**src/rtl/cpu_boot_pkg.sv**
```systemverilog
// Shared definitions for the IRAM boot loader: frame parser states and framing constants.
package cpu_boot_pkg;

  typedef enum logic [2:0] {
    SYNC,
    LEN_LO,
    LEN_HI,
    DATA_LO,
    DATA_HI,
    CHECK,
    DONE,
    ERR
  } state_e;

  localparam logic [7:0] SYNC_BYTE = 8'hA5;
  localparam int         LEN_BYTES = 2;
  localparam int         HDR_BYTES = 1 + LEN_BYTES;

endpackage

```
**src/rtl/iram_loader.sv**
```systemverilog
// Byte-stream boot loader: parses sync/length/data/checksum frames into IRAM writes
// and releases the CPU from reset only after a frame verifies.
module iram_loader
  import cpu_boot_pkg::*;
#(
  parameter int         width       = 16,
  parameter int         iaddr_width = 8,
  parameter logic [7:0] sync_byte   = SYNC_BYTE
) (
  input  logic                   clk,
  input  logic                   reset,
  input  logic [7:0]             rx_data,
  input  logic                   rx_valid,
  output logic                   rx_ready,
  output logic [iaddr_width-1:0] iaddr_write,
  output logic [width-1:0]       idata_write,
  output logic                   i_write,
  output logic                   cpu_reset,
  output logic                   done,
  output logic                   error
);

  localparam int CAPACITY = 2 ** iaddr_width;

  state_e      state, state_n;
  logic [15:0] len;
  logic [15:0] word_idx;
  logic [7:0]  lo_byte;
  logic [7:0]  csum;
  logic        accept;
  logic        is_sync;
  logic        frame_start;
  logic        wr_fire;
  logic [15:0] len_full;

  assign accept   = rx_valid && rx_ready;
  assign is_sync  = (rx_data == sync_byte);
  assign len_full = {rx_data, len[7:0]};

  always_ff @(posedge clk or negedge reset) begin
    if (!reset) state <= SYNC;
    else        state <= state_n;
  end

  always_comb begin
    state_n     = state;
    frame_start = 1'b0;
    wr_fire     = 1'b0;
    if (accept) begin
      case (state)
        SYNC, DONE, ERR: begin
          if (is_sync) begin
            state_n     = LEN_LO;
            frame_start = 1'b1;
          end
        end
        LEN_LO: state_n = LEN_HI;
        LEN_HI: begin
          if (32'(len_full) > CAPACITY) state_n = ERR;
          else if (len_full == 16'd0)   state_n = CHECK;
          else                          state_n = DATA_LO;
        end
        DATA_LO: state_n = DATA_HI;
        DATA_HI: begin
          wr_fire = 1'b1;
          state_n = (word_idx + 16'd1 == len) ? CHECK : DATA_LO;
        end
        CHECK:   state_n = (rx_data == csum) ? DONE : ERR;
        default: state_n = SYNC;
      endcase
    end
  end

  // Frame datapath: length, byte pairing, checksum and word index need no reset
  // because every frame start reinitialises what matters.
  always_ff @(posedge clk) begin
    if (frame_start) begin
      csum     <= 8'h00;
      word_idx <= 16'd0;
    end else if (accept) begin
      case (state)
        LEN_LO:  len[7:0]  <= rx_data;
        LEN_HI:  len[15:8] <= rx_data;
        DATA_LO: begin
          lo_byte <= rx_data;
          csum    <= csum ^ rx_data;
        end
        DATA_HI: begin
          csum     <= csum ^ rx_data;
          word_idx <= word_idx + 16'd1;
        end
        default: ;
      endcase
    end
  end

  always_ff @(posedge clk or negedge reset) begin
    if (!reset) begin
      rx_ready    <= 1'b0;
      iaddr_write <= '0;
      idata_write <= '0;
      i_write     <= 1'b0;
    end else begin
      rx_ready <= 1'b1;
      i_write  <= wr_fire;
      if (wr_fire) begin
        idata_write <= {rx_data, lo_byte};
        iaddr_write <= word_idx[iaddr_width-1:0];
      end else if (frame_start) begin
        iaddr_write <= '0;
      end
    end
  end

  // Status is a pure function of the parser state, so a new sync in DONE
  // re-asserts cpu_reset on the following cycle.
  assign cpu_reset = (state != DONE);
  assign done      = (state == DONE);
  assign error     = (state == ERR);

endmodule
```
**config.mk**
```make
export PLATFORM = sky130hd
export DESIGN_NAME = iram_loader
export DESIGN_NICKNAME = d
export VERILOG_FILES = /design/src/rtl/cpu_boot_pkg.sv /design/src/rtl/iram_loader.sv
export SDC_FILE = /design/constraint.sdc
export NUM_CORES = 1
export LEC_CHECK = 0
export ABC_AREA = 1
export CAP_MARGIN = 20
export CORE_ASPECT_RATIO = 1.1
export CORE_MARGIN = 2
export CORE_UTILIZATION = 51
export DETAILED_ROUTE_END_ITERATION = 7
export HOLD_SLACK_MARGIN = 0.05
export PLACE_DENSITY = 0.73
export SYNTH_ARGS = -nofsm -noshare
export SYNTH_HDL_FRONTEND = slang
export SYNTH_SLANG_ARGS = --single-unit
```
**constraint.sdc**
```tcl
create_clock -name clk -period 1.7 [get_ports clk]
set_input_delay 0.34 -clock clk [delete_from_list [all_inputs] [get_ports clk]]
set_output_delay 0.34 -clock clk [all_outputs]
set_load 0.02 [all_outputs]
```
# [After elaboration in Yosys (flattened, before gate mapping)]
# Index checks and enable logic that the tools add are counted.
[classes] mux=13 bitwise_logic=2 magnitude_cmp=1 eq_ne=12 reduce_logical=12 add_sub_neg=1
[ops] cell="$pmux 3 s6" count=1
[ops] cell="$add 16x1->16 const B" count=1
[ops] cell="$eq 16x16->1" count=1
[ops] cell="$gt 16x9->1 const B" count=1
[ops] cell="$logic_not 16->1" count=1
[ops] cell="$mux 8" count=2
[ops] cell="$eq 3x3->1 const B" count=4
[ops] cell="$mux 3" count=4
[ops] cell="$reduce_and 3->1" count=3
[ops] cell="$eq 8x8->1" count=1
[ops] cell="$eq 8x8->1 const B" count=1
[ops] cell="$xor 8x8->8" count=1
[ops] cell="$eq 3x2->1 const B" count=2
[ops] cell="$mux 1" count=6
[ops] cell="$reduce_and 2->1" count=3
[ops] cell="$eq 3x1->1 const B" count=1
[ops] cell="$logic_not 3->1" count=1
[ops] cell="$ne 3x3->1 const B" count=1
[ops] cell="$reduce_or 3->1" count=1
[ops] cell="$ne 2x2->1 const B" count=1
[ops] cell="$reduce_bool 2->1" count=1
[ops] cell="$reduce_or 2->1" count=1
[ops] cell="$logic_and 1x1->1" count=1
[ops] cell="$not 1->1" count=1
[totals] elab_cells=51 register_bits=77

# [Longest topological paths before layout]
[depth] depth_word=6 ltp_mapped=16 depth_no_buf=16

# [Worst setup path before layout]
# Ideal clock, no wire load.
[synth_path] path_type="flip-flop to flip-flop" start="reg state[2]" end="reg csum[2]" t_arrival_ns=1.776 path_slack_ns=-0.132 n_path_buf=2 setup_time_ns=0.056 path_stages_with_launch=11 synth_period_minus_slack_ns=1.832 path_cell_list="dfrtp_1 buf_2 nor3_1 inv_1 nor2_1 nor2_2 inv_1 buf_2 o21ai_0 o21bai_1 inv_1"
[synth_between] elab_chain_cells=4
[synth_lines] item="start, declared" line="iram_loader.sv:25" text="state_e state, state_n;"
[synth_lines] item="start signal, assigned" line="iram_loader.sv:42" text="else state <= state_n;"
[synth_lines] item="$eq 3x3->1 / $logic_not 3->1 (equally long branches)" line="iram_loader.sv:50" text="case (state)"
[synth_lines] item="$reduce_or 3->1" line="iram_loader.sv:50"
[synth_lines] item="$mux 1" line="iram_loader.sv:50"
[synth_lines] item="$mux 1" line="iram_loader.sv:49" text="if (accept) begin"
[synth_lines] item="end signal, assigned" line="iram_loader.sv:86" text="csum <= csum ^ rx_data;"
[synth_lines] item="end signal, assigned" line="iram_loader.sv:89" text="csum <= csum ^ rx_data;"
[synth_lines] item="end, declared" line="iram_loader.sv:29" text="logic [7:0] csum;"
# Several ways; a longest one is shown, not always the timed one.
# A chain may end at the register's enable or synchronous reset.

# [Worst setup path in the final report]
[layout_path] start="reg word_idx[1]" end="reg state[1]"
[layout_between] elab_chain_cells=4
[layout_lines] item="start, declared" line="iram_loader.sv:27" text="logic [15:0] word_idx;"
[layout_lines] item="start signal, assigned" line="iram_loader.sv:90" text="word_idx <= word_idx + 16'd1;"
[layout_lines] item="$add 16x1->16" line="iram_loader.sv:66" text="state_n = (word_idx + 16'd1 == len) ? CHECK : DATA_LO;"
[layout_lines] item="$eq 16x16->1" line="iram_loader.sv:66"
[layout_lines] item="$mux 3" line="iram_loader.sv:66"
[layout_lines] item="$pmux 3 s6" line="iram_loader.sv:50"
# No other way between the ends.

==> results.json <==
{
  "diodes": 0,
  "finalCritPeriodShare_pct": 108,
  "grt_max_degree": 30,
  "finalHoldViolations": 0,
  "grt_pass1_wl_um": 14800,
  "antenna_found_initial": 0,
  "synth-adder-area-share_pct": 0.338,
  "clock-sinks": 77,
  "max_freq_ghz": 0.544,
  "postSynthNetCount": 460,
  "yosys.area_share.xor_xnor_pct": 2.37,
  "synth_top_family_by_area": "simple AND/OR/NAND/NOR gates",
  "synth_compound_area_share_pct": 7.95,
  "status": "finished, violations left",
  "clock_skew_ns": 0.00716,
  "die_area_mm2": 0.00795,
  "fin_ws_ns": -0.138,
  "power_density_mw_per_mm2": 1540,
  "crit_chain": "buf_6 -> nand2_4 -> nor2_4 -> buf_12 -> buf_6 -> nand3b_1 -> nand2_2 -> buf_6 -> nand2_2 -> nand2_1 -> nand2_1 -> nand2_1 -> nor2_2 -> nand3_1 -> nand2_1 -> nand2_1 -> nand2_1 -> nand2_1",
  "synth_mux_area_share_pct": 0,
  "synth-edff-count": 24,
  "drc": 0,
  "rsz0062_at_grt": "true",
  "cpMaxStageDelayCell": "dfxtp_4",
  "areaGrowthSynthToFinish_pct": 38.5,
  "synthArstFlopShare_pct": 37.7,
  "grt_pass1_vias": 3188,
  "synth.yosys.seq_area_share_pct": 52.1,
  "setup_viol": 3,
  "clkSlewWorstSetupHoldPaths_ns": 0.10,
  "wire_per_inst_um": 14.3,
  "vias": 3337,
  "grt-ovfl-total": 0,
  "synthFlopType": "dfrtp_1",
  "insertion_delay_ns": 0.37,
  "leakagePower_nw": 2.68,
  "core_area_mm2": 0.00701,
  "ctsHoldBuffers": 0,
  "cp_max_fo": 7,
  "grt_use_total_pct": 23.9,
  "drt_first_pass_iters": 4,
  "antenna_left": 0,
  "rr_worst_depth": 18,
  "cts_max_level": 3,
  "r2r_start": "word_idx[1]",
  "synthSimpleGateAreaFrac_pct": 29.8,
  "drt-vias-per-instance": 5.13,
  "ys.warnings.count": 0,
  "synth_top_cell_by_area": "dfrtp_1",
  "synthTopCellsByArea": "dfrtp_1, edfxtp_1, nand2_1",
  "path_common_cell": "nand2_1",
  "drt-total-wl_um": 9300,
  "layout-drive-gt1-share_pct": 26.3,
  "fillers": 492,
  "worst-setup-path-type": "register to register",
  "rows": 32,
  "worst_setup_path_end_kind": "register",
  "drtIter0Drc": 145,
  "ys_seq_elements": 77,
  "pin_count": 40,
  "post-route-min-period_ns": 1.84,
  "hold_class": "primary input to asynchronous set/reset pin",
  "total_power_mw": 7.89,
  "worst_ep_arrival_time_ns": 2.10,
  "r2r_end": "state[1]",
  "maxCapViolCount": 0,
  "clockRootBuffer": "clkbuf_8",
  "portBuffers": 39,
  "synth_cell_types": 38,
  "regToRegSetupSlack_ns": -0.14,
  "final_core_utilization_pct": 73.1,
  "syn_area_mm2": 0.00370,
  "die_x_um": 85.2,
  "start_util_pct": 52.8,
  "cts_tree": "done",
  "synth_top_area_share_pct": 19.6,
  "vdd_drop_max_mv": 1.02,
  "clockBufferDepth": 2,
  "violations": "setup timing",
  "cts_buffers": 9,
  "max_stage_delay_ns": 0.37,
  "dp.final_hpwl_um": 6450,
  "syn_area_per_cell_um2": 8.25,
  "synth_cells": 448,
  "nNetsFinal": 573,
  "critPathRequiredTime_ns": 1.96,
  "startpoint": "word_idx[1]",
  "gp_congestion": 0.845,
  "dieHeight_um": 93.3,
  "crit_end": "state[1]",
  "start_kind": "register",
  "drv_slew": 0
}
-- synth_stat cells, types with 2 or more instances --
cell      count
nand2_2       7
nor3_1        4
o21ai_0      20
nand3_1      32
buf_2         4
nand3b_1      5
o22ai_1       9
edfxtp_1     24
nand3_2       2
nor2_2        7
xnor2_1       2
o21bai_1      5
xor2_1        8
nor4_1        2
nor2_4        5
inv_1        57
dfrtp_1      29
nor2_1       25
a21oi_1       5
inv_2         3
o211ai_1      3
nand4_1       8
dfxtp_1      24
nand2_1     142
clkbuf_1      3
-- worst max-delay path: cells and delay by family (launching register included) --
family	cells	cell delay, ns
AND/OR/NAND/NOR	14	0.89
flip-flops	1	0.37
buffers and inverters	4	0.46
-- placed cells by master (no fill, tap or decap), types with 6 or more instances in the layout --
cell type,count
nand2_1,134
buf_4,63
inv_1,50
dfrtp_1,29
nand3_1,28
dlymetal6s2s_1,24
edfxtp_1,24
dfxtp_1,21
nor2_1,19
o21ai_0,19
nand2_2,14
nor2_4,9
nor2_2,9
o22ai_1,9
clkbuf_8,9
inv_2,8
nand4_1,8
xor2_1,8
clkdlybuf4s50_1,8
nand3_2,6
buf_6,6
-- how the worst min path moves through the flow --
stage	start	end	cells after the start
2_1_floorplan	reset	i_write	0
3_3_place_gp	lo_byte[7]	idata_write[7]	2
3_5_place_dp	lo_byte[4]	idata_write[4]	2
4_1_cts	reset	idata_write[12]	2
5_1_grt	rx_data[6]	len[14]	2
6_report	reset	idata_write[12]	2
-- per-layer routing --
metal | up-vias | GRT usage [%] | wire length, um | share of wire, %
met1 | 1566 | 28.7 | 4010 | 43
met5 | - | 0 | 0 | 0
met2 | 77 | 42.2 | 4700 | 51
met4 | 0 | 9.66 | 246 | 2.6
li1 | 1673 | - | - | -
met3 | 21 | 4.50 | 335 | 3.6
-- through the flow --
step	std cells	setup WS [ns]	instance area, um2	TNS, ns	hold slack (ns)
2_1_floorplan	448	0.0347	3700	0	0.0444
3_3_place_gp	622	-0.312	4590	-13.42	0.432
3_5_place_dp	622	-0.376	4590	-15.61	0.442
4_1_cts	644	-0.135	4900	-0.269	0.357
5_1_grt	651	-0.255	5120	-0.769	0.341
6_report	651	-0.138	5120	-0.231	0.347
-- cells by family (layout without fill, tap and decap cells) --
family | count (synthesis) | in the layout
AOI/OAI and AO/OA | 48 | 48
xor gates and xnor gates | 10 | 10
adders and majority gates | 1 | 1
buffers and inverters | 69 | 187
DFF | 77 | 77
other | 1 | 1
and+or+nand+nor | 242 | 242
-- flip-flops by register name, summed over array words and instances (netlist names) --
signal and cells:
iaddr_write 8, lo_byte 8, idata_write 16, len 16
word_idx 16, state 3, csum 8, rx_ready 1
i_write 1
-- power by group --
part	total, mW	leakage [nW]	internal, mW	switching [mW]
Sequential	2.99	0.794	2.53	0.460
Combinational	3.38	1.78	1.56	1.82
Clock	1.52	0.110	0.719	0.800
-- layout make-up --
class | instances | area, um2 | area share, %
clock buffers | 9 | 124 | 2.42
well taps | 85 | 106 | 2.08
repair buffers | 111 | 1030 | 20.1
inverters | 60 | 230 | 4.49
multi-input cells | 302 | 1610 | 31.5
flip-flops and latches | 77 | 1930 | 37.7
clock inverters | 7 | 90.1 | 1.76
-- timing repair --
action                                  in CTS  in global routing
pin swaps                                   17                 17
endpoints found under the setup margin      14                 70
resized for setup                           28                 55
endpoints found under the hold margin        0                  0
buffers inserted                             6                  7
Note: power is estimated with default switching activity, not from simulation.
